--- src/rtl/spi_slave.sv ---
// Mode-0 SPI slave: oversampled SCLK/SS_N/MOSI, rx on SCLK rise, tx on SCLK fall.
// Host loads one tx word per transaction and receives a word plus bit count on deselect.
module spi_slave #(
  parameter int SPI_MAXLEN = 32,
  parameter int CNT_W      = $clog2(SPI_MAXLEN) + 1
) (
  input  logic                  clk,
  input  logic                  rst,
  input  logic                  tx_load,
  input  logic [SPI_MAXLEN-1:0] tx_data,
  input  logic [CNT_W-1:0]      tx_len,
  output logic                  tx_ready,
  output logic                  tx_underrun,
  output logic                  rx_valid,
  output logic [SPI_MAXLEN-1:0] rx_data,
  output logic [CNT_W-1:0]      rx_bits,
  output logic                  rx_overflow,
  input  logic                  SCLK,
  input  logic                  SS_N,
  input  logic                  MOSI,
  output logic                  MISO,
  output logic                  miso_oe
);

  typedef enum logic {IDLE, ACTIVE} state_t;

  localparam logic [CNT_W-1:0] MAX_CNT  = CNT_W'(SPI_MAXLEN);
  localparam logic [CNT_W:0]   MAX_WIDE = (CNT_W+1)'(SPI_MAXLEN);

  logic sclk_s1, sclk_s2, sclk_s3;
  logic ss_s1, ss_s2, ss_s3;
  logic mosi_s1, mosi_s2;
  logic [1:0] sync_fill_reg;
  logic sclk_rise, sclk_fall, ss_fall, ss_rise;

  state_t                  state_reg, state_next;
  logic                    armed_reg, armed_next;
  logic                    pending_reg, pending_next;
  logic                    had_word_reg, had_word_next;
  logic [SPI_MAXLEN-1:0]   buf_data_reg, buf_data_next;
  logic [CNT_W-1:0]        buf_len_reg, buf_len_next;
  logic [SPI_MAXLEN-1:0]   tx_shift_reg, tx_shift_next;
  logic                    miso_reg, miso_next;
  logic [SPI_MAXLEN-1:0]   rx_shift_reg, rx_shift_next;
  logic [CNT_W-1:0]        cnt_reg, cnt_next;
  logic                    ovf_flag_reg, ovf_flag_next;
  logic [SPI_MAXLEN-1:0]   rx_data_reg, rx_data_next;
  logic [CNT_W-1:0]        rx_bits_reg, rx_bits_next;
  logic                    rx_overflow_reg, rx_overflow_next;
  logic                    rx_valid_reg, rx_valid_next;
  logic                    tx_underrun_reg, tx_underrun_next;

  logic [CNT_W:0]          tx_shamt;
  logic [SPI_MAXLEN-1:0]   tx_aligned;

  assign sclk_rise = sclk_s2 & ~sclk_s3;
  assign sclk_fall = ~sclk_s2 & sclk_s3;
  assign ss_fall   = ~ss_s2 & ss_s3;
  assign ss_rise   = ss_s2 & ~ss_s3;

  // Left-align the word so MISO is always the MSB and trailing bits shift out as zeros.
  assign tx_shamt   = MAX_WIDE - {1'b0, buf_len_reg};
  assign tx_aligned = buf_data_reg << tx_shamt;

  always_ff @(posedge clk or posedge rst) begin
    if (rst) begin
      {sclk_s1, sclk_s2, sclk_s3} <= 3'b000;
      {ss_s1, ss_s2, ss_s3}       <= 3'b111;
      {mosi_s1, mosi_s2}          <= 2'b00;
      sync_fill_reg   <= '0;
      state_reg       <= IDLE;
      armed_reg       <= 1'b0;
      pending_reg     <= 1'b0;
      had_word_reg    <= 1'b0;
      buf_data_reg    <= '0;
      buf_len_reg     <= '0;
      tx_shift_reg    <= '0;
      miso_reg        <= 1'b0;
      rx_shift_reg    <= '0;
      cnt_reg         <= '0;
      ovf_flag_reg    <= 1'b0;
      rx_data_reg     <= '0;
      rx_bits_reg     <= '0;
      rx_overflow_reg <= 1'b0;
      rx_valid_reg    <= 1'b0;
      tx_underrun_reg <= 1'b0;
    end else begin
      {sclk_s1, sclk_s2, sclk_s3} <= {SCLK, sclk_s1, sclk_s2};
      {ss_s1, ss_s2, ss_s3}       <= {SS_N, ss_s1, ss_s2};
      {mosi_s1, mosi_s2}          <= {MOSI, mosi_s1};
      sync_fill_reg   <= {sync_fill_reg[0], 1'b1};
      state_reg       <= state_next;
      armed_reg       <= armed_next;
      pending_reg     <= pending_next;
      had_word_reg    <= had_word_next;
      buf_data_reg    <= buf_data_next;
      buf_len_reg     <= buf_len_next;
      tx_shift_reg    <= tx_shift_next;
      miso_reg        <= miso_next;
      rx_shift_reg    <= rx_shift_next;
      cnt_reg         <= cnt_next;
      ovf_flag_reg    <= ovf_flag_next;
      rx_data_reg     <= rx_data_next;
      rx_bits_reg     <= rx_bits_next;
      rx_overflow_reg <= rx_overflow_next;
      rx_valid_reg    <= rx_valid_next;
      tx_underrun_reg <= tx_underrun_next;
    end
  end

  always_comb begin
    state_next       = state_reg;
    // Only a genuine post-reset high sample arms entry, not the synchronizer reset value.
    armed_next       = armed_reg | (sync_fill_reg[1] & ss_s2);
    pending_next     = pending_reg;
    had_word_next    = had_word_reg;
    buf_data_next    = buf_data_reg;
    buf_len_next     = buf_len_reg;
    tx_shift_next    = tx_shift_reg;
    miso_next        = miso_reg;
    rx_shift_next    = rx_shift_reg;
    cnt_next         = cnt_reg;
    ovf_flag_next    = ovf_flag_reg;
    rx_data_next     = rx_data_reg;
    rx_bits_next     = rx_bits_reg;
    rx_overflow_next = rx_overflow_reg;
    rx_valid_next    = 1'b0;
    tx_underrun_next = 1'b0;

    case (state_reg)
      IDLE: begin
        if (ss_fall && armed_reg) begin
          state_next    = ACTIVE;
          cnt_next      = '0;
          ovf_flag_next = 1'b0;
          rx_shift_next = '0;
          had_word_next = pending_reg;
          pending_next  = 1'b0;
          if (pending_reg) begin
            miso_next     = tx_aligned[SPI_MAXLEN-1];
            tx_shift_next = tx_aligned << 1;
          end else begin
            miso_next        = 1'b0;
            tx_shift_next    = '0;
            tx_underrun_next = 1'b1;
          end
        end else if (tx_load) begin
          buf_data_next = tx_data;
          buf_len_next  = tx_len;
          pending_next  = 1'b1;
        end
      end

      ACTIVE: begin
        if (sclk_rise) begin
          rx_shift_next = {rx_shift_reg[SPI_MAXLEN-2:0], mosi_s2};
          if (cnt_reg == MAX_CNT) ovf_flag_next = 1'b1;
          else                    cnt_next      = cnt_reg + 1'b1;
        end
        if (sclk_fall) begin
          miso_next     = tx_shift_reg[SPI_MAXLEN-1];
          tx_shift_next = tx_shift_reg << 1;
        end
        // Exit uses the post-rise values so a coincident last edge is still counted.
        if (ss_rise) begin
          state_next = IDLE;
          miso_next  = 1'b0;
          if (cnt_next != '0) begin
            rx_data_next     = rx_shift_next;
            rx_bits_next     = cnt_next;
            rx_overflow_next = ovf_flag_next;
            rx_valid_next    = 1'b1;
          end else begin
            pending_next = had_word_reg;
          end
        end
      end

      default: state_next = IDLE;
    endcase
  end

  assign tx_ready    = (state_reg == IDLE);
  assign miso_oe     = (state_reg == ACTIVE);
  assign MISO        = miso_reg;
  assign tx_underrun = tx_underrun_reg;
  assign rx_valid    = rx_valid_reg;
  assign rx_data     = rx_data_reg;
  assign rx_bits     = rx_bits_reg;
  assign rx_overflow = rx_overflow_reg;

endmodule

--- config.mk ---
export PLATFORM = sky130hd
export DESIGN_NAME = spi_slave
export DESIGN_NICKNAME = d
export VERILOG_FILES = /design/src/rtl/spi_slave.sv
export SDC_FILE = /design/constraint.sdc
export NUM_CORES = 1
export LEC_CHECK = 0
export ABC_AREA = 0
export CAP_MARGIN = 25
export CORE_MARGIN = 4
export CORE_UTILIZATION = 53
export CTS_BUF_LIST = sky130_fd_sc_hd__clkbuf_8
export DETAILED_ROUTE_END_ITERATION = 7
export GPL_TIMING_DRIVEN = 0
export PLACE_DENSITY_LB_ADDON = 0.08
export SLEW_MARGIN = 5
export SYNTH_ARGS = -nofsm -noshare
export SYNTH_HDL_FRONTEND = slang
export SYNTH_SLANG_ARGS = --single-unit
--- constraint.sdc ---
create_clock -name clk -period 6.38 [get_ports clk]
set_clock_uncertainty 0.05 [all_clocks]
set_input_delay 1.914 -clock clk [delete_from_list [all_inputs] [get_ports clk]]
set_output_delay 1.914 -clock clk [all_outputs]
set_load 0.02 [all_outputs]
Word-level counts from Yosys, hierarchy flattened. Index checks and enable logic that the tools add are counted.

Register bits: 165. Word-level logic and storage cells: 90.

Equal/unequal tests: 7. Bitwise logic cells: 12. Muxes and demuxes: 35. Add/sub/neg operators: 2. Reduce and logical (&&, ||, !) cells: 8. Shift-type cells: 1.

Operators with widths (count): two-way mux 32 bit (5); one-hot mux 32 bit (2 select lines) (2); << shifter 32 x 7 -> 32 bit (1); two-way mux 6 bit (4); two-way mux 1 bit (19); one-hot mux 6 bit (2 select lines) (1); AND reduction 3 bit (3); one-hot mux 1 bit (2 select lines) (4); subtractor 6 x 6 -> 7 bit, first input constant (1); adder 6 x 1 -> 6 bit, second input constant (1); == test 6 bit, second input constant (1); inequality test 2 bit, second input constant (3); NOT 1 bit (6); AND reduction 2 bit (3); nonzero test 6 bit (1); AND 1 bit (5); inequality test 3 x 2 -> 1 bit, second input constant (1); inequality test 3 bit, second input constant (1); inequality test 2 x 1 -> 1 bit, second input constant (1); logical AND 1 bit (1); bitwise OR 1 bit (1).

Depth between registers and ports, before layout. Gate-level depths: netlist of the first run.

Depth after elaboration: 8. Mapped depth: 12. Mapped depth without buffers: 8.

Least setup slack after synthesis of the first run. OpenSTA, ideal clock, no wires.

Path kind: register to output. From: reg state_reg (netlist: miso_oe). To: out tx_ready. Data arrival time: 967 ps. Stages on the path, launching flop included: 3. Slack: 3449 ps. Data required time: 4416 ps. Cells stage by stage: dfrtp_1 -> clkinv_1 -> clkbuf_1.

Cells in the longest elaborated chain, start to end: 1.

Ends and longest elaborated chain: start, declared (RTL line 36) `state_t state_reg, state_next;`; start signal, assigned (RTL line 92) `state_reg <= state_next;`; NOT 1 bit (no line); end, declared (RTL line 12) `output logic tx_ready,`.

Every way passes these cells.

Final worst setup path of the first run. Ends and elaborated chain as after synthesis.

==> flow_summary.ini, run 1 <==
[cells_and_area]
area_delta_synth_final_pct = 18.7
drive_gt1_frac = 0.145
fin_util = 0.650
n_antenna_cell = 0
fill_cells = 1280
fin_nets = 979

[pwr]
power_density_nw_per_um2 = 402
leakage_uw = 0.00416
clkPwrFrac = 0.179
max-vdd-ir-drop_v = 0.000260
switchingPower_uw = 1710
sw_frac_of_total = 0.424
seq_power_share = 0.355
pwr-share-comb = 0.466
internal_power_uw = 2320
p_total_uw = 4030

[floorplan]
start_util = 0.547
io_pins = 88
fp.dieW_um = 134
dieArea_um2 = 18000
rows = 45
die_h_um = 134
core_area_um2 = 15400

[drt]
postRouteAntennaNets = 0
routed_wl_um = 22100
first_pass_iters = 5
drc = 0
vias = 6866
avgRoutedWirePerCell_um = 19.1
drtIter0Drc = 488
vias_per_cell = 5.94

[synth]
syn_area_per_cell_um2 = 10.3
ys_ff_latch = 164
synth-edff-count = 0
yosysWarnings = 0
synthArstFlopShare = 1.00
seq_area_frac_synth = 0.486
yosys_most_used_dff = dfrtp_1
synth_nets = 869
synth_cell_types = 71
netlist_area_um2 = 8450
synth_cells = 822
synth_top_area_share = 0.477
synthMostInstantiatedCell = dfrtp_1
synthTopCellsByArea = dfrtp_1 48%, mux2i_1 7.1%, mux2_2 6.3%
synth_top_cells_by_count = 161 x dfrtp_1, 123 x nand2_1, 60 x mux2i_1
yosys.area.top_type = dfrtp_1

[timing]
worst_pin_slew_ns = 0.806
slew-limit-headroom = 0.462
hold_viol_final = 0
rsz0062_at_grt = no
hold_ws_ns = 0.296
fmax_ghz = 0.242
min_period_ns = 4.14
drv_slew = 0
final.setup.tns_ns = 0
setup_violations = 0
period_share = 0.649

[clock_network]
post_cts_resized = 0
clock_latency_ns = 0.47
cts_hold_buf = 0
cts.sinks = 164
cts_setup_buffers = 0
clk_pin_slew_ns = 0.10
cts_root_buf = clkbuf_8
clock_path_buffers = 2
htree_levels = 4
cts_buffers = 17
cts_tree = built

[flow_run]
maxCapViolations = 0

[worst_setup_path]
crit_required_ns = 4.42
cp_max_fo = 10
worstSetupPathType = reg -> out
cp-start-kind = register
reg2reg_slack_ns = 2.77
crit_path_start = miso_oe
crit_arrival_ns = 2.18
r2r_end = tx_shift_reg[28]
crit_path_end_kind = output pin
rr_startpoint = buf_len_reg[0]
r2r_cells = 12

[placed_design]
numPortBuffers = 87
gp_congestion = 0.944
dp_hpwl_um = 16900

[grt]
overflow = 0
grt_usage = 0.256
grt_pass1_vias = 6946
grt_pass1_wl_um = 36700
antenna_found_initial = 0
grt_max_degree = 37

[hold_path]
hold_path_startpoint = sclk_s1
hold_depth = 0
holdPathEnd = sclk_s2
hold_class = reg -> reg

[status]
status = finished clean
==> per-stage QoR <==
stage               area (um2)  instances  setup slack (ns)
CTS                      10000       1156              2.26
floorplan                 8450        822              2.33
detailed placement        9660       1124              2.72
finish                   10000       1156              2.24
global route             10000       1156              2.13
global placement          9580       1120              1.09
==> cells in the final DEF, fill, tap and decap left out, types with 4 or more instances in the layout <==
| master | instances |
|---|---|
| a21oi_1 | 38 |
| a221oi_1 | 6 |
| a221oi_2 | 4 |
| a22oi_1 | 7 |
| a32o_1 | 7 |
| a32oi_1 | 5 |
| and2_1 | 6 |
| and3_1 | 8 |
| buf_1 | 6 |
| buf_12 | 4 |
| buf_2 | 17 |
| buf_4 | 4 |
| buf_6 | 5 |
| clkbuf_1 | 27 |
| clkbuf_8 | 17 |
| clkdlybuf4s50_1 | 87 |
| clkinvlp_4 | 4 |
| dfrtp_1 | 161 |
| inv_1 | 10 |
| inv_6 | 5 |
| mux2_2 | 47 |
| mux2i_1 | 60 |
| mux4_2 | 14 |
| nand2_1 | 123 |
| nand2b_1 | 6 |
| nand3_1 | 15 |
| nor2_1 | 57 |
| nor2b_1 | 5 |
| nor3_1 | 4 |
| o211ai_1 | 7 |
| o21ai_0 | 49 |
| o21ai_1 | 44 |
| o221ai_1 | 5 |
| o22ai_1 | 6 |
| or3_1 | 4 |
| xnor2_1 | 4 |
==> power groups by stage <==
stage                     Combinational [uW]  Sequential [uW]  Clock, uW
final                                   1880             1430        722
after global routing                    2030             1460        784
after CTS                               1860             1430        729
after detailed placement                1850             1450          0
after global placement                  1840             1430          0
after floorplan                         1300             1410          0
==> worst max-delay path by stage <==
stage	cells after the start	end	slack, ns
6_report	3	tx_ready	2.24
5_1_grt	3	tx_ready	2.13
4_1_cts	3	tx_ready	2.26
3_5_place_dp	5	rx_shift_reg[6]	2.72
3_3_place_gp	2	rx_data[5]	1.09
2_1_floorplan	1	MISO	2.33
==> final cells by class <==
cell class              count  area, um2  area share
clock buffers              17        234      0.0233
inverters                  12       48.8     0.00487
well taps                 211        264      0.0263
clock inverters            15        130      0.0130
repair buffers             91        951      0.0948
plain buffers              60        300      0.0299
multi-input cells         586       3990       0.398
flip-flops and latches    164       4110       0.410
==> metal layers <==
layer	wire, um	global-route usage	part of all wire
met3	977	0.0439	0.044
met1	9200	0.329	0.42
met5	0	0	0
met4	416	0.0690	0.019
met2	11500	0.449	0.52
==> cells by family (layout without fill, tap and decap cells) <==
logic type               count (synthesis)  after routing  synth area share
other                                    1              1          0.000444
AND/OR/NAND/NOR                        251            251             0.135
AO/OA/AOI/OAI                          204            204             0.155
buffers and inverters                   72            195            0.0409
XOR/XNOR                                 6              6           0.00711
adder cells (fa/ha/maj)                  3              3           0.00444
multiplexers                           121            121             0.171
flip-flops                             164            164             0.486
==> critical path: stages (launching register included) <==
cell	delay, ns
dfrtp_1	0.45
clkinv_1	0.21
clkbuf_1	0.37
clkdlybuf4s50_1	0.68
(Power assumes the default switching activity.)
==> run 2, diff against run 1 <==
- clock period: 6.38 -> 3.4 ns (I/O delays scaled with it)
==> flow_summary.ini, run 2 (synthesis results as in run 1) <==
[grt]
grt_pass1_wl_um = 36700
antenna_found_initial = 0
grt_max_degree = 37
grt_pass1_vias = 6965
grt_usage = 0.256
overflow = 0

[drt]
vias_per_cell = 5.96
postRouteAntennaNets = 0
routed_wl_um = 22200
avgRoutedWirePerCell_um = 19.2
first_pass_iters = 5
vias = 6883
drtIter0Drc = 465
drc = 0

[timing]
slew-limit-headroom = 0.472
hold_ws_ns = 0.296
hold_viol_final = 0
setup_violations = 0
worst_pin_slew_ns = 0.792
period_share = 0.953
layout_setup_ws_ns = 0.160
drv_slew = 0
rsz0062_at_grt = no
min_period_ns = 3.24
fmax_ghz = 0.309

[worst_setup_path]
crit_arrival_ns = 2.17
worstSetupPathType = reg -> out
cp_max_fo = 10
reg2reg_slack_ns = 0.21
crit_path_end_kind = output pin
cp-start-kind = register
crit_required_ns = 2.33

[flow_run]
maxCapViolations = 0

[placed_design]
dp_hpwl_um = 16900
placed_cells = 1124
numPortBuffers = 87
place_ws_ns = -0.108
gp_congestion = 0.944

[cells_and_area]
fill_cells = 1263
instances_no_fill = 1155
mostFrequentLayoutCells = 161 x dfrtp_1, 123 x nand2_1, 87 x clkdlybuf4s50_1
fin_nets = 978
drive_gt1_frac = 0.162
final_common_cell = dfrtp_1
fin_util = 0.657
n_antenna_cell = 0
area_delta_synth_final_pct = 20.1

[floorplan]
core_area_um2 = 15400
start_util = 0.547
die_h_um = 134
fp.dieW_um = 134
rows = 45
dieArea_um2 = 18000
io_pins = 88

[pwr]
max-vdd-ir-drop_v = 0.000514
clkPwrFrac = 0.175
internal_power_uw = 4460
seq_power_share = 0.347
sw_frac_of_total = 0.424
leakage_uw = 0.00417
power_density_nw_per_um2 = 764
pwr-share-comb = 0.478
switchingPower_uw = 3290

[clock_network]
cts_hold_buf = 0
cts_root_buf = clkbuf_8
clock_latency_ns = 0.47
cts_tree = built
cts_setup_buffers = 0
cts.sinks = 164
clk_pin_slew_ns = 0.10
clock_path_buffers = 2
cts_buffers = 17
htree_levels = 4

[hold_path]
hold_class = reg -> reg

[status]
status = finished clean
run 2: power groups by stage:
stage	Clock, uW	Sequential [uW]	Combinational [uW]
final	1350	2690	3710
after detailed placement	0	2710	3480
after floorplan	0	2650	2440
after CTS	1370	2680	3550
after global placement	0	2690	3440
after global routing	1470	2740	3990
run 2: worst max-delay path, stage by stage (launching register included):
cell	delay, ns
dfrtp_1	0.45
clkinv_1	0.21
clkbuf_1	0.37
clkdlybuf4s50_1	0.68
run 2: cell type report:
type | count | area, um2 | share of cell area
plain buffers | 59 | 314 | 0.0310
clock buffers | 17 | 234 | 0.0231
clock inverters | 15 | 130 | 0.0128
inverters | 12 | 48.8 | 0.00481
multi-input cells | 586 | 4090 | 0.404
flip-flops and latches | 164 | 4110 | 0.405
well taps | 211 | 264 | 0.0260
repair buffers | 91 | 951 | 0.0938
run 2: timing repair:
item,in CTS,in global routing
endpoints found under the hold margin,0,0
endpoints found under the setup margin,9,30
resized for setup,9,21
run 2: final timing paths:
kind | cells past startpoint | endpoint | from
worst max-delay path | 3 | tx_ready | miso_oe
min in group asynchronous | 2 | buf_data_reg[5] | rst
worst min register to register | 0 | sclk_s2 | sclk_s1
max in group asynchronous | 5 | rx_shift_reg[5] | rst
worst max register to register | 10 | tx_shift_reg[26] | buf_len_reg[0]
worst min-delay path | 0 | sclk_s2 | sclk_s1
run 2: routing by layer:
| layer | part of all wire | global-route usage | vias up |
|---|---|---|---|
| li1 | - | - | 3186 |
| met1 | 0.42 | 0.329 | 3449 |
| met2 | 0.52 | 0.450 | 208 |
| met3 | 0.040 | 0.0439 | 40 |
| met4 | 0.023 | 0.0690 | 0 |
| met5 | 0 | 0 | - |
run 2: metrics by stage:
step | total power, uW | instance area [um2] | TNS, ns
2_1_floorplan | 5090 | 8450 | 0
3_3_place_gp | 6130 | 9580 | -159.11
3_5_place_dp | 6190 | 9660 | -0.377
4_1_cts | 7590 | 10100 | 0
5_1_grt | 8200 | 10100 | 0
6_report | 7750 | 10100 | 0
